--- src/rtl/lvds_frame_scheduler_if.sv ---
`default_nettype none
// ---------------------------------------------------------------------------
// lvds_frame_scheduler_if : requester and serializer-side bus of the frame scheduler
// Revision: 1.0
// ---------------------------------------------------------------------------
interface lvds_frame_scheduler_if #(
  parameter int NUM_CHANNELS  = 4,
  parameter int PAYLOAD_BYTES = 3
);
  logic [8*PAYLOAD_BYTES*NUM_CHANNELS-1:0] i_ch_data;
  logic [NUM_CHANNELS-1:0]                 i_ch_valid;
  logic [NUM_CHANNELS-1:0]                 o_ch_ready;
  logic                                    i_data_read;
  logic [8*(PAYLOAD_BYTES+1)-1:0]          o_data;
  logic                                    o_overrun;
  logic [15:0]                             o_frame_count;

  modport master (
    output i_ch_data, i_ch_valid, i_data_read,
    input  o_ch_ready, o_data, o_overrun, o_frame_count
  );

  modport slave (
    input  i_ch_data, i_ch_valid, i_data_read,
    output o_ch_ready, o_data, o_overrun, o_frame_count
  );
endinterface
`default_nettype wire

--- src/rtl/lvds_frame_scheduler.sv ---
`default_nettype none
// ---------------------------------------------------------------------------
// lvds_frame_scheduler : round-robin arbiter building header+payload frames for an 8b10b serializer
// Revision: 1.0
// ---------------------------------------------------------------------------
module lvds_frame_scheduler #(
  parameter int NUM_CHANNELS  = 4,
  parameter int PAYLOAD_BYTES = 3,
  parameter int HOLD_CYCLES   = 2
) (
  input  wire logic             i_clk,
  input  wire logic             i_reset_n,
  lvds_frame_scheduler_if.slave bus
);

  localparam int c_ptr_w   = (NUM_CHANNELS > 1) ? $clog2(NUM_CHANNELS) : 1;
  localparam int c_sum_w   = c_ptr_w + 2;
  localparam int c_cnt_w   = (HOLD_CYCLES > 1) ? $clog2(HOLD_CYCLES) : 1;
  localparam int c_pl_w    = 8 * PAYLOAD_BYTES;
  localparam int c_frame_w = 8 * (PAYLOAD_BYTES + 1);

  localparam logic [c_sum_w-1:0]      c_num_ch    = c_sum_w'(NUM_CHANNELS);
  localparam logic [c_cnt_w-1:0]      c_hold_init = c_cnt_w'(HOLD_CYCLES - 1);
  localparam logic [c_cnt_w-1:0]      c_cnt_one   = c_cnt_w'(1);
  localparam logic [NUM_CHANNELS-1:0] c_one_hot0  = NUM_CHANNELS'(1);

  typedef enum logic [1:0] {
    S_SELECT  = 2'd0,
    S_PRESENT = 2'd1,
    S_HOLD    = 2'd2
  } state_t;

  state_t                 state_q, state_d;
  logic [c_ptr_w-1:0]     ptr_q, ptr_d;
  logic [2:0]             seq_q, seq_d;
  logic [c_frame_w-1:0]   data_q, data_d;
  logic                   overrun_q, overrun_d;
  logic [15:0]            frame_count_q, frame_count_d;
  logic [c_cnt_w-1:0]     hold_cnt_q, hold_cnt_d;

  logic [c_ptr_w:0]             w_start;
  logic [2*NUM_CHANNELS-1:0]    w_valid_dbl;
  logic [NUM_CHANNELS-1:0]      w_rot;
  logic [c_sum_w-1:0]           w_sum;
  logic                         w_found;
  logic [c_ptr_w-1:0]           w_grant;
  logic [c_pl_w-1:0]            w_payload;
  logic [7:0]                   w_header;

  // Rotate the valid vector so bit 0 is the channel just after the pointer.
  assign w_start     = {1'b0, ptr_q} + {{c_ptr_w{1'b0}}, 1'b1};
  assign w_valid_dbl = {bus.i_ch_valid, bus.i_ch_valid} >> w_start;
  assign w_rot       = w_valid_dbl[NUM_CHANNELS-1:0];

  always_comb begin
    w_found = 1'b0;
    w_grant = '0;
    w_sum   = '0;
    for (int i = NUM_CHANNELS - 1; i >= 0; i--) begin
      if (w_rot[i]) begin
        w_found = 1'b1;
        w_sum   = {1'b0, w_start} + c_sum_w'(i);
        w_grant = (w_sum >= c_num_ch) ? c_ptr_w'(w_sum - c_num_ch) : c_ptr_w'(w_sum);
      end
    end
  end

  assign w_payload = w_found ? bus.i_ch_data[int'(w_grant)*c_pl_w +: c_pl_w] : '0;
  assign w_header  = w_found ? {1'b1, seq_q, 4'(w_grant)} : {1'b0, seq_q, 4'b0000};

  always_comb begin
    state_d       = state_q;
    ptr_d         = ptr_q;
    seq_d         = seq_q;
    data_d        = data_q;
    overrun_d     = overrun_q;
    frame_count_d = frame_count_q;
    hold_cnt_d    = hold_cnt_q;
    case (state_q)
      S_SELECT: begin
        data_d = {w_payload, w_header};
        seq_d  = seq_q + 3'd1;
        if (w_found) ptr_d = w_grant;
        if (bus.i_data_read) begin
          // Strobe landed before the frame was ready: count it as consumed.
          overrun_d     = 1'b1;
          frame_count_d = frame_count_q + 16'd1;
          hold_cnt_d    = c_hold_init;
          state_d       = S_HOLD;
        end else begin
          state_d = S_PRESENT;
        end
      end
      S_PRESENT: begin
        if (bus.i_data_read) begin
          frame_count_d = frame_count_q + 16'd1;
          hold_cnt_d    = c_hold_init;
          state_d       = S_HOLD;
        end
      end
      S_HOLD: begin
        if (bus.i_data_read) overrun_d = 1'b1;
        if (hold_cnt_q == '0) state_d = S_SELECT;
        else                  hold_cnt_d = hold_cnt_q - c_cnt_one;
      end
      default: state_d = S_SELECT;
    endcase
  end

  always_ff @(posedge i_clk or negedge i_reset_n) begin
    if (!i_reset_n) begin
      state_q       <= S_SELECT;
      ptr_q         <= c_ptr_w'(NUM_CHANNELS - 1);
      seq_q         <= 3'd0;
      data_q        <= '0;
      overrun_q     <= 1'b0;
      frame_count_q <= 16'd0;
      hold_cnt_q    <= '0;
    end else begin
      state_q       <= state_d;
      ptr_q         <= ptr_d;
      seq_q         <= seq_d;
      data_q        <= data_d;
      overrun_q     <= overrun_d;
      frame_count_q <= frame_count_d;
      hold_cnt_q    <= hold_cnt_d;
    end
  end

  // The grant is a same-cycle handshake, so it stays combinational; reset masks it.
  assign bus.o_ch_ready    = (i_reset_n && state_q == S_SELECT && w_found) ? (c_one_hot0 << w_grant) : '0;
  assign bus.o_data        = data_q;
  assign bus.o_overrun     = overrun_q;
  assign bus.o_frame_count = frame_count_q;

endmodule
`default_nettype wire
--- src/flat_wrapper.sv ---
// flat-port wrapper written by rule: the top's interface ports become plain ports
module lvds_frame_scheduler_flat 
#(
  parameter int NUM_CHANNELS  = 4,
  parameter int PAYLOAD_BYTES = 3,
  parameter int HOLD_CYCLES   = 2
)
  (i_clk, i_reset_n, bus_i_ch_data, bus_i_ch_valid, bus_i_data_read, bus_o_ch_ready, bus_o_data, bus_o_overrun, bus_o_frame_count);
  lvds_frame_scheduler_if #(.NUM_CHANNELS(NUM_CHANNELS), .PAYLOAD_BYTES(PAYLOAD_BYTES)) bus_i ();
  input  wire logic i_clk;
  input  wire logic i_reset_n;
  input wire logic [$bits(bus_i.i_ch_data)-1:0] bus_i_ch_data;
  input wire logic [$bits(bus_i.i_ch_valid)-1:0] bus_i_ch_valid;
  input wire logic [$bits(bus_i.i_data_read)-1:0] bus_i_data_read;
  output wire logic [$bits(bus_i.o_ch_ready)-1:0] bus_o_ch_ready;
  output wire logic [$bits(bus_i.o_data)-1:0] bus_o_data;
  output wire logic [$bits(bus_i.o_overrun)-1:0] bus_o_overrun;
  output wire logic [$bits(bus_i.o_frame_count)-1:0] bus_o_frame_count;
  assign bus_i.i_ch_data = bus_i_ch_data;
  assign bus_i.i_ch_valid = bus_i_ch_valid;
  assign bus_i.i_data_read = bus_i_data_read;
  assign bus_o_ch_ready = bus_i.o_ch_ready;
  assign bus_o_data = bus_i.o_data;
  assign bus_o_overrun = bus_i.o_overrun;
  assign bus_o_frame_count = bus_i.o_frame_count;
  lvds_frame_scheduler #(.NUM_CHANNELS(NUM_CHANNELS), .PAYLOAD_BYTES(PAYLOAD_BYTES), .HOLD_CYCLES(HOLD_CYCLES)) u_core (.i_clk(i_clk), .i_reset_n(i_reset_n), .bus(bus_i));
endmodule
--- config.mk ---
export PLATFORM = sky130hd
export DESIGN_NAME = lvds_frame_scheduler_flat
export DESIGN_NICKNAME = d
export VERILOG_FILES = /design/src/rtl/lvds_frame_scheduler_if.sv /design/src/rtl/lvds_frame_scheduler.sv /design/src/flat_wrapper.sv
export SDC_FILE = /design/constraint.sdc
export NUM_CORES = 1
export LEC_CHECK = 0
export CAP_MARGIN = 20
export CELL_PAD_IN_SITES_DETAIL_PLACEMENT = 1
export CELL_PAD_IN_SITES_GLOBAL_PLACEMENT = 1
export CORE_ASPECT_RATIO = 0.8
export CORE_MARGIN = 3
export CORE_UTILIZATION = 27
export CTS_BUF_LIST = sky130_fd_sc_hd__clkbuf_8
export DETAILED_ROUTE_END_ITERATION = 6
export PLACE_DENSITY = 0.8
export SETUP_SLACK_MARGIN = 0.15
export SKIP_LAST_GASP = 1
export SYNTH_ARGS = -nofsm -noshare
export SYNTH_HDL_FRONTEND = slang
export SYNTH_SLANG_ARGS = --single-unit
--- constraint.sdc ---
create_clock -name i_clk -period 2 [get_ports i_clk]
set_clock_uncertainty 0.2 [all_clocks]
set_input_delay 0.2 -clock i_clk [delete_from_list [all_inputs] [get_ports i_clk]]
set_output_delay 0.2 -clock i_clk [all_outputs]
set_load 0.1 [all_outputs]
Yosys cells after proc, flatten, opt, wreduce, memory -nomap -nowiden

Cells that the tools add are included.

Add/subtract/negate cells: 11
$mul: 1
Order comparisons: 4
Equal/unequal tests: 5
Shift operators: 3
Multiplexer cells: 22
Reduce and logical (&&, ||, !) cells: 11

Operators with widths:

| operator                                                           | number |
|---|---|
| variable part select 96 x 32 -> 24 bit                             | 1 |
| two-way mux 24 bit                                                 | 1 |
| two-way mux 2 bit                                                  | 11 |
| adder 16 x 1 -> 16 bit (second input constant)                     | 1 |
| greater-or-equal comparator 4 x 3 -> 1 bit (second input constant) | 3 |
| AND reduction 2 bit                                                | 5 |
| adder 3 x 2 -> 4 bit (second input constant)                       | 2 |
| two-way mux 8 bit                                                  | 1 |
| right shift 8 x 3 -> 4 bit                                         | 1 |
| subtractor 2 x 1 -> 2 bit (second input constant)                  | 4 |
| two-way mux 1 bit                                                  | 6 |
| case mux 2 bit (3 select lines)                                    | 1 |
| adder 3 x 1 -> 4 bit (second input constant)                       | 1 |
| multiplier 2 x 2 -> 4 bit (second input constant)                  | 1 |
| two-way mux 4 bit                                                  | 1 |
| inequality test 2 bit (second input constant)                      | 2 |
| OR reduction 2 bit                                                 | 2 |
| left shift 1 x 2 -> 4 bit (first input constant)                   | 1 |
| adder 2 x 1 -> 3 bit (second input constant)                       | 1 |
| adder 3 x 1 -> 3 bit (second input constant)                       | 1 |
| greater-or-equal comparator 3 bit (second input constant)          | 1 |
| equality test 2 x 1 -> 1 bit (second input constant)               | 1 |
| equality test 2 bit (second input constant)                        | 1 |
| logical AND 1 bit                                                  | 2 |
| other kinds (5)                                                    | 5 |

Register bits after elaboration: 57
Input bits: 103

Logic depth before layout (Yosys ltp)

Gate-level depths: netlist (run 1).

Depth in word-level cells: 11
Mapped depth: 7
Mapped depth without buffers: 5

Worst setup path after synthesis (run 1)

No wires, ideal clock.

Path type: flip-flop to output port
Start point: register u_core.ptr_q[1]
End point: output port bus_o_ch_ready[1]
Arrival: 2.586 ns
Setup slack: -0.986 ns
Cell stages (with the launch flop): 7
Cell sequence: dfstp_2 > nand2b_1 > a21oi_1 > o221ai_2 > buf_6 > buf_8 > nor2b_1

Longest elaborated chain between the ends: 10
Elaborated cells between the ends (all ways): 28

Ends and longest elaborated chain:

| what                                                                                           | RTL line                    | text |
|---|---|---|
| start, declared                                                                                | lvds_frame_scheduler.sv:34  | `logic [c_ptr_w-1:0] ptr_q, ptr_d;` |
| start signal, assigned                                                                         | lvds_frame_scheduler.sv:113 | `ptr_q <= c_ptr_w'(NUM_CHANNELS - 1);` |
| start signal, assigned                                                                         | lvds_frame_scheduler.sv:121 | `ptr_q <= ptr_d;` |
| adder 2 x 1 -> 3 bit *                                                                         | lvds_frame_scheduler.sv:51  | `assign w_start = {1'b0, ptr_q} + {{c_ptr_w{1'b0}}, 1'b1};` |
| adder 3 x 2 -> 4 bit                                                                           | lvds_frame_scheduler.sv:62  | `w_sum = {1'b0, w_start} + c_sum_w'(i);` |
| greater-or-equal comparator 4 x 3 -> 1 bit / subtractor 2 x 1 -> 2 bit (equally long branches) | lvds_frame_scheduler.sv:63  | `w_grant = (w_sum >= c_num_ch) ? c_ptr_w'(w_sum - c_num_ch) : c_ptr_w'(w_sum);` |
| two-way mux 2 bit                                                                              | lvds_frame_scheduler.sv:63  |  |
| two-way mux 2 bit (4 in a row)                                                                 | lvds_frame_scheduler.sv:60  | `if (w_rot[i]) begin` |
| left shift 1 x 2 -> 4 bit                                                                      | lvds_frame_scheduler.sv:131 | `assign bus.o_ch_ready = (i_reset_n && state_q == S_SELECT && w_found) ? (c_one_hot0 << w_grant) : '0;` |
| two-way mux 4 bit *                                                                            | lvds_frame_scheduler.sv:131 |  |
| end, declared                                                                                  | flat_wrapper.sv:15          | `output wire logic [$bits(bus_i.o_ch_ready)-1:0] bus_o_ch_ready;` |

Every way passes the cells marked *; elsewhere a longest branch is shown, timed or not.

Worst setup path after layout (run 1)

Ends and elaborated chain as after synthesis.

==> results of run 1 <==
==> power by group through the flow <==
stage / clock network [mW] / logic, mW / registers [mW]
6_report: 0.807 / 6.52 / 1.93
5_1_grt: 0.875 / 6.80 / 1.99
4_1_cts: 0.822 / 6.12 / 1.93
3_5_place_dp: 0 / 5.60 / 1.94
3_3_place_gp: 0 / 5.50 / 1.92
2_1_floorplan: 0 / 1.67 / 4.38
==> timing repair <==
item	in CTS	in global routing
buffers inserted	7	5
gates cloned	4	3
pin swaps	7	15
hold buffers	1	0
resized for setup	23	37
endpoints found under the setup margin	29	33
endpoints found under the hold margin	53	0
==> Yosys cell counts, types with 3 or more instances <==
cell,instances,area (sq um)
buf_12,4,80.08
o221ai_1,24,210.2
nand4_1,3,18.77
o21ai_0,3,15.01
nand3_1,9,45.04
nor2b_1,3,18.77
buf_2,6,30.03
nand2_1,50,187.7
xor2_1,4,35.03
nor2_1,9,33.78
mux2i_1,49,490.5
dfrtp_1,53,1326
xnor2_1,13,113.9
==> metal layers <==
| metal | global-route usage | vias up | routed length (um) |
|---|---|---|---|
| met4 | 0.03442 | 0 | 114 |
| met1 | 0.2349 | 1438 | 4917 |
| met3 | 0.03844 | 12 | 715 |
| li1 | - | 1326 | - |
| met2 | 0.3196 | 94 | 5816 |
| met5 | 0 | - | 0 |
==> through the flow <==
stage                       util  cell area [sq um]  instances  setup slack [ns]  TNS [ns]
after floorplan                -               2979        266           -0.1752   -0.5397
after global placement    0.4523               4687        565           -0.2857    -6.549
after detailed placement  0.4523               4687        565           -0.4066    -9.731
after CTS                 0.4925               5104        585           -0.3115    -6.161
after global routing      0.5154               5341        592           -0.4242    -8.999
final                     0.5154               5341        592           -0.3523    -6.758
==> final timing paths <==
check	to	slack (ns)	cells after the start
worst max-delay path	bus_o_ch_ready[1]	-0.35	6
worst min-delay path	u_core.seq_q[2]	0.28	1
worst max register to register	u_core.bus.o_data[17]	-0.34	8
worst min register to register	u_core.seq_q[2]	0.28	1
max in group asynchronous	u_core.bus.o_frame_count[2]	0.80	3
min in group asynchronous	u_core.bus.o_data[19]	0.35	3
==> worst max-delay path: stages (launching register included) <==
cell and delay [ns]:
dfstp_2 0.60, nand2b_4 0.16, a21oi_4 0.06, o221ai_4 0.30
buf_6 0.16, nor2b_4 0.17, buf_12 0.19
==> cell type report <==
class / count / share of cell area
Clock buffer: 6 / 0.01546
Clock inverter: 2 / 0.006559
Inverter: 2 / 0.001405
Multi-Input combinational cell: 192 / 0.3022
Sequential cell: 55 / 0.2638
Tap cell: 140 / 0.03279
Timing Repair Buffer: 195 / 0.3778
==> registers in the layout, summed over array words and instances, names as in the netlist <==
name and cells:
u_core.bus.o_data 30, u_core.bus.o_frame_count 16, u_core.bus.o_overrun 1, u_core.hold_cnt_q 1
u_core.ptr_q 2, u_core.seq_q 3, u_core.state_q 2
==> cells by family after synthesis <==
family / count (synthesis) / synth area share
adders and majority gates: 2 / 0.008597
xor gates and xnor gates: 17 / 0.05116
AOI/OAI and AO/OA: 36 / 0.1023
buffers and inverters: 19 / 0.05847
and+or+nand+nor: 85 / 0.1320
other: 1 / 0.001289
muxes: 50 / 0.1724
DFF: 55 / 0.4738
==> qor.yml, run 1 <==
synthesis:
  yosys_warnings: 0
  synth-seq-cells: 55
  ys_seq_area_frac: 0.4738
  synth_edf_count: 0
  async_reset_ff_frac: 1.000
  synth_area_per_cell_sq_um: 10.98
  ys.flop_type: "dfrtp_1"
  synthCells: 265
  yosysUniqueCellTypes: 40
  synth_area_sq_mm: 0.002910
clocking:
  clockRootBuffer: "clkbuf_8"
  clock_latency_ns: 0.32
  cts_sinks: 55
  numCtsBuffers: 5
  cts_tree: "built"
  path_clk_slew_ns: 0.10
  clock_path_buffers: 2
  cts_max_level: 2
detailed_routing:
  totalWireLength_um: 11560
  routed_via_density: 4.848
  drc_errors: 0
  firstDrtPassIters: 4
  vias: 2870
  final_antenna_net_count: 0
  wl_per_cell_um: 19.53
  drtIter0Drc: 97
power:
  ir_drop_uv: 996.2
  p_int_mw: 4.257
  p_seq_frac: 0.209
  comb_power_share: 0.704
  p_switching_mw: 5.004
  powerDensity_mw_per_mm2: 1734
  power_frac_clock: 0.087
  power_leakage_nw: 2.368
  design_power_total_mw: 9.260
  swShare: 0.5403
finish:
  final_net_count: 556
  layout_commonest_cell: "clkdlybuf4s50_1"
  fillers: 1093
  multiInputGateArea_sq_mm: 0.001614
  drive_gt1_frac: 0.3518
  seq_area_sq_mm: 0.001409
  final_cell_mix: "clkdlybuf4s50_1 (99), buf_4 (66), nand2_1 (48)"
  syn2layout_area_growth_pct: 83.53
  diodes: 0
sta:
  hold_violations: 0
  timing.hold.ws_ns: 0.2778
  finalCritPeriodShare: 1.176
  rsz0062_at_grt: "yes"
  drv_slew: 0
  period_needed_ns: 2.352
  fmax_mhz: 425.1
  setup_violations: 30
  fin_ws_ns: -0.3523
worst_setup_path:
  worst-setup-path-type: "reg2out"
  startpoint: "u_core.ptr_q[1]"
  critPathLaunchType: "flop"
  rr_startpoint: "u_core.ptr_q[1]"
  critical_path_required_ns: 1.60
  crit_fanout: 5
  cp-end-kind: "output pin"
  critical_path_arrival_ns: 1.95
status:
  failed_checks: "negative setup slack"
  status: "finished with violations"
global_route:
  grt_pass1_vias: 3138
  grt_pass1_wl_um: 17260
  grt_remaining_overflow: 0
  grt_max_degree: 37
  grt_use_total: 0.1827
  antenna_found_initial: 0
min_path:
  hold_path.class: "reg2reg"
  min_from: "u_core.seq_q[2]"
die:
  die_h_um: 98.86
  num_rows: 33
  io_pins: 156
  die_area_sq_mm: 0.01207
  die_w_um: 122.1
  start_util: 0.2808
  core_sq_mm: 0.01036
placed_design:
  io_buffer_count: 153
  hpwl_um: 7844
  finalWeightedCongestion: 0.7831
flow_run:
  maxCapViolCount: 0
No activity file was read; power rests on OpenSTA's default activity.
==> inputs of run 2 (changes only) <==
Settings changed: CORE_UTILIZATION 27 to 35, DONT_BUFFER_PORTS set to 1, PLACE_DENSITY 0.8 to 0.66.
==> qor.yml, run 2 (synthesis gave the netlist of run 1 again) <==
status:
  status: "finished with violations"
  failed_checks: "negative setup slack"
placed_design:
  placed_cells: 417
  finalWeightedCongestion: 0.7806
  hpwl_um: 5917
  io_buffer_count: 0
sta:
  period_needed_ns: 2.309
  drv_slew: 0
  fin_ws_ns: -0.3090
  fmax_mhz: 433.1
  tightest_slew_ns: 0.9064
  slew_headroom: 0.3957
  setup-tns-final_ns: -5.563
  setup_violations: 30
  hold_violations: 0
  rsz0062_at_grt: "yes"
  finalCritPeriodShare: 1.155
finish:
  largest_reg_flops: 30
  layout_commonest_cell: "dlygate4sd3_1"
  final_cell_mix: "dlygate4sd3_1 (98), buf_4 (56), nand2_1 (50)"
  syn2layout_area_growth_pct: 74.42
  drive_gt1_frac: 0.3132
  final_net_count: 535
  fillers: 822
  final_cells: 541
detailed_routing:
  drc_errors: 0
  totalWireLength_um: 12570
  firstDrtPassIters: 4
  drtIter0Drc: 72
  routed_via_density: 5.375
  wl_per_cell_um: 23.24
  vias: 2908
  final_antenna_net_count: 0
die:
  die_h_um: 87.56
  io_pins: 156
  die_w_um: 108.0
  start_util: 0.3629
  core_sq_mm: 0.008019
  num_rows: 29
  die_area_sq_mm: 0.009452
worst_setup_path:
  r2r-end: "u_core.bus.o_data[29]"
  cp-end-kind: "output pin"
  critical_path_arrival_ns: 1.91
  worst-r2r-cell-count: 8
  worst-setup-path-type: "reg2out"
  critPathLaunchType: "flop"
  ff2ff_setup_slack_ns: -0.27
  crit_fanout: 5
  critical_path_required_ns: 1.60
  rr_startpoint: "u_core.ptr_q[1]"
power:
  power_leakage_nw: 2.270
  ir_drop_uv: 1037
  powerDensity_mw_per_mm2: 1753
  design_power_total_mw: 8.898
clocking:
  cts_max_level: 2
  clock_latency_ns: 0.32
  cts_tree: "built"
  cts_sinks: 55
  path_clk_slew_ns: 0.10
  clock_path_buffers: 2
  numCtsBuffers: 5
  clockRootBuffer: "clkbuf_8"
min_path:
  hold_depth: 4
  holdPathEnd: "u_core.ptr_q[1]"
  hold_path.class: "in2reg"
  min_from: "bus_i_ch_valid[0]"
global_route:
  antenna_found_initial: 3
  grt_use_total: 0.2397
  grt_pass1_vias: 3177
  grt_remaining_overflow: 0
  grt_pass1_wl_um: 17240
  grt_max_degree: 56
flow_run:
  maxCapViolCount: 0
[run 2: cell count changes in the layout (fill, tap and decap cells not counted), moves of 4 or more]
cell	before	now
dlygate4sd3_1	1	98
buf_4	66	56
clkdlybuf4s50_1	99	0
buf_12	11	7
mux2i_2	12	8
[run 2: final cells by class]
type                            instances  area, sq um  area share
Timing Repair Buffer                  174         1795      0.3537
Clock buffer                            5        68.82     0.01356
Clock inverter                          3        41.29    0.008134
Sequential cell                        55         1409      0.2775
Inverter                                2        7.507    0.001479
Multi-Input combinational cell        192         1614      0.3180
Antenna cell                            2        5.005   0.0009859
Tap cell                              108        135.1     0.02662
[run 2: worst max-delay path by stage]
stage / to / slack, ns / depth (start not counted) / startpoint
5_1_grt: bus_o_ch_ready[3] / -0.38 / 6 / u_core.ptr_q[1]
3_3_place_gp: u_core.bus.o_data[8] / -0.13 / 6 / u_core.ptr_q[1]
4_1_cts: bus_o_ch_ready[1] / -0.25 / 6 / u_core.ptr_q[1]
6_report: bus_o_ch_ready[3] / -0.31 / 6 / u_core.ptr_q[1]
3_5_place_dp: u_core.bus.o_data[8] / -0.19 / 6 / u_core.ptr_q[1]
2_1_floorplan: bus_o_ch_ready[1] / -0.18 / 6 / u_core.ptr_q[1]
[run 2: metal layers]
metal  up-vias  GRT usage  routed length [um]
li1       1281          -                   -
met1      1465     0.2782                4786
met3        35    0.05969                 741
met5         -          0                  13
met4         2    0.08486                 401
met2       125     0.4334                6626
[run 2: critical path, cell delays in order, from the launching register on]
cell and delay (ns):
dfstp_2 0.59, buf_4 0.15, a31o_1 0.17, o22a_1 0.22
nand3_4 0.12, nor2b_4 0.16, buf_12 0.18
[run 2: through the flow]
step | cell area, sq um | util | hold slack (ns) | setup WS (ns)
finish | 5076 | 0.6330 | 0.07583 | -0.3090
global route | 5076 | 0.6330 | 0.09481 | -0.3833
floorplan | 2979 | - | -0.2956 | -0.1752
CTS | 4743 | 0.5915 | 0.03165 | -0.2533
detailed placement | 3488 | 0.4350 | -0.2944 | -0.1874
global placement | 3488 | 0.4350 | -0.2940 | -0.1262
[run 2: what timing repair did]
item                                    4_1_cts  5_1_grt
pin swaps                                     3        4
setup buffers                                 5        3
gates resized for setup                       9       36
endpoints found under the hold margin        82        0
hold buffers                                 99        0
endpoints found under the setup margin       28       38
cloned                                        2        5
[run 2: where the power goes]
group	switching [mW]	total (mW)	internal [mW]
clock	0.388	0.758	0.370
combinational	4.34	6.28	1.94
sequential	0.264	1.86	1.60
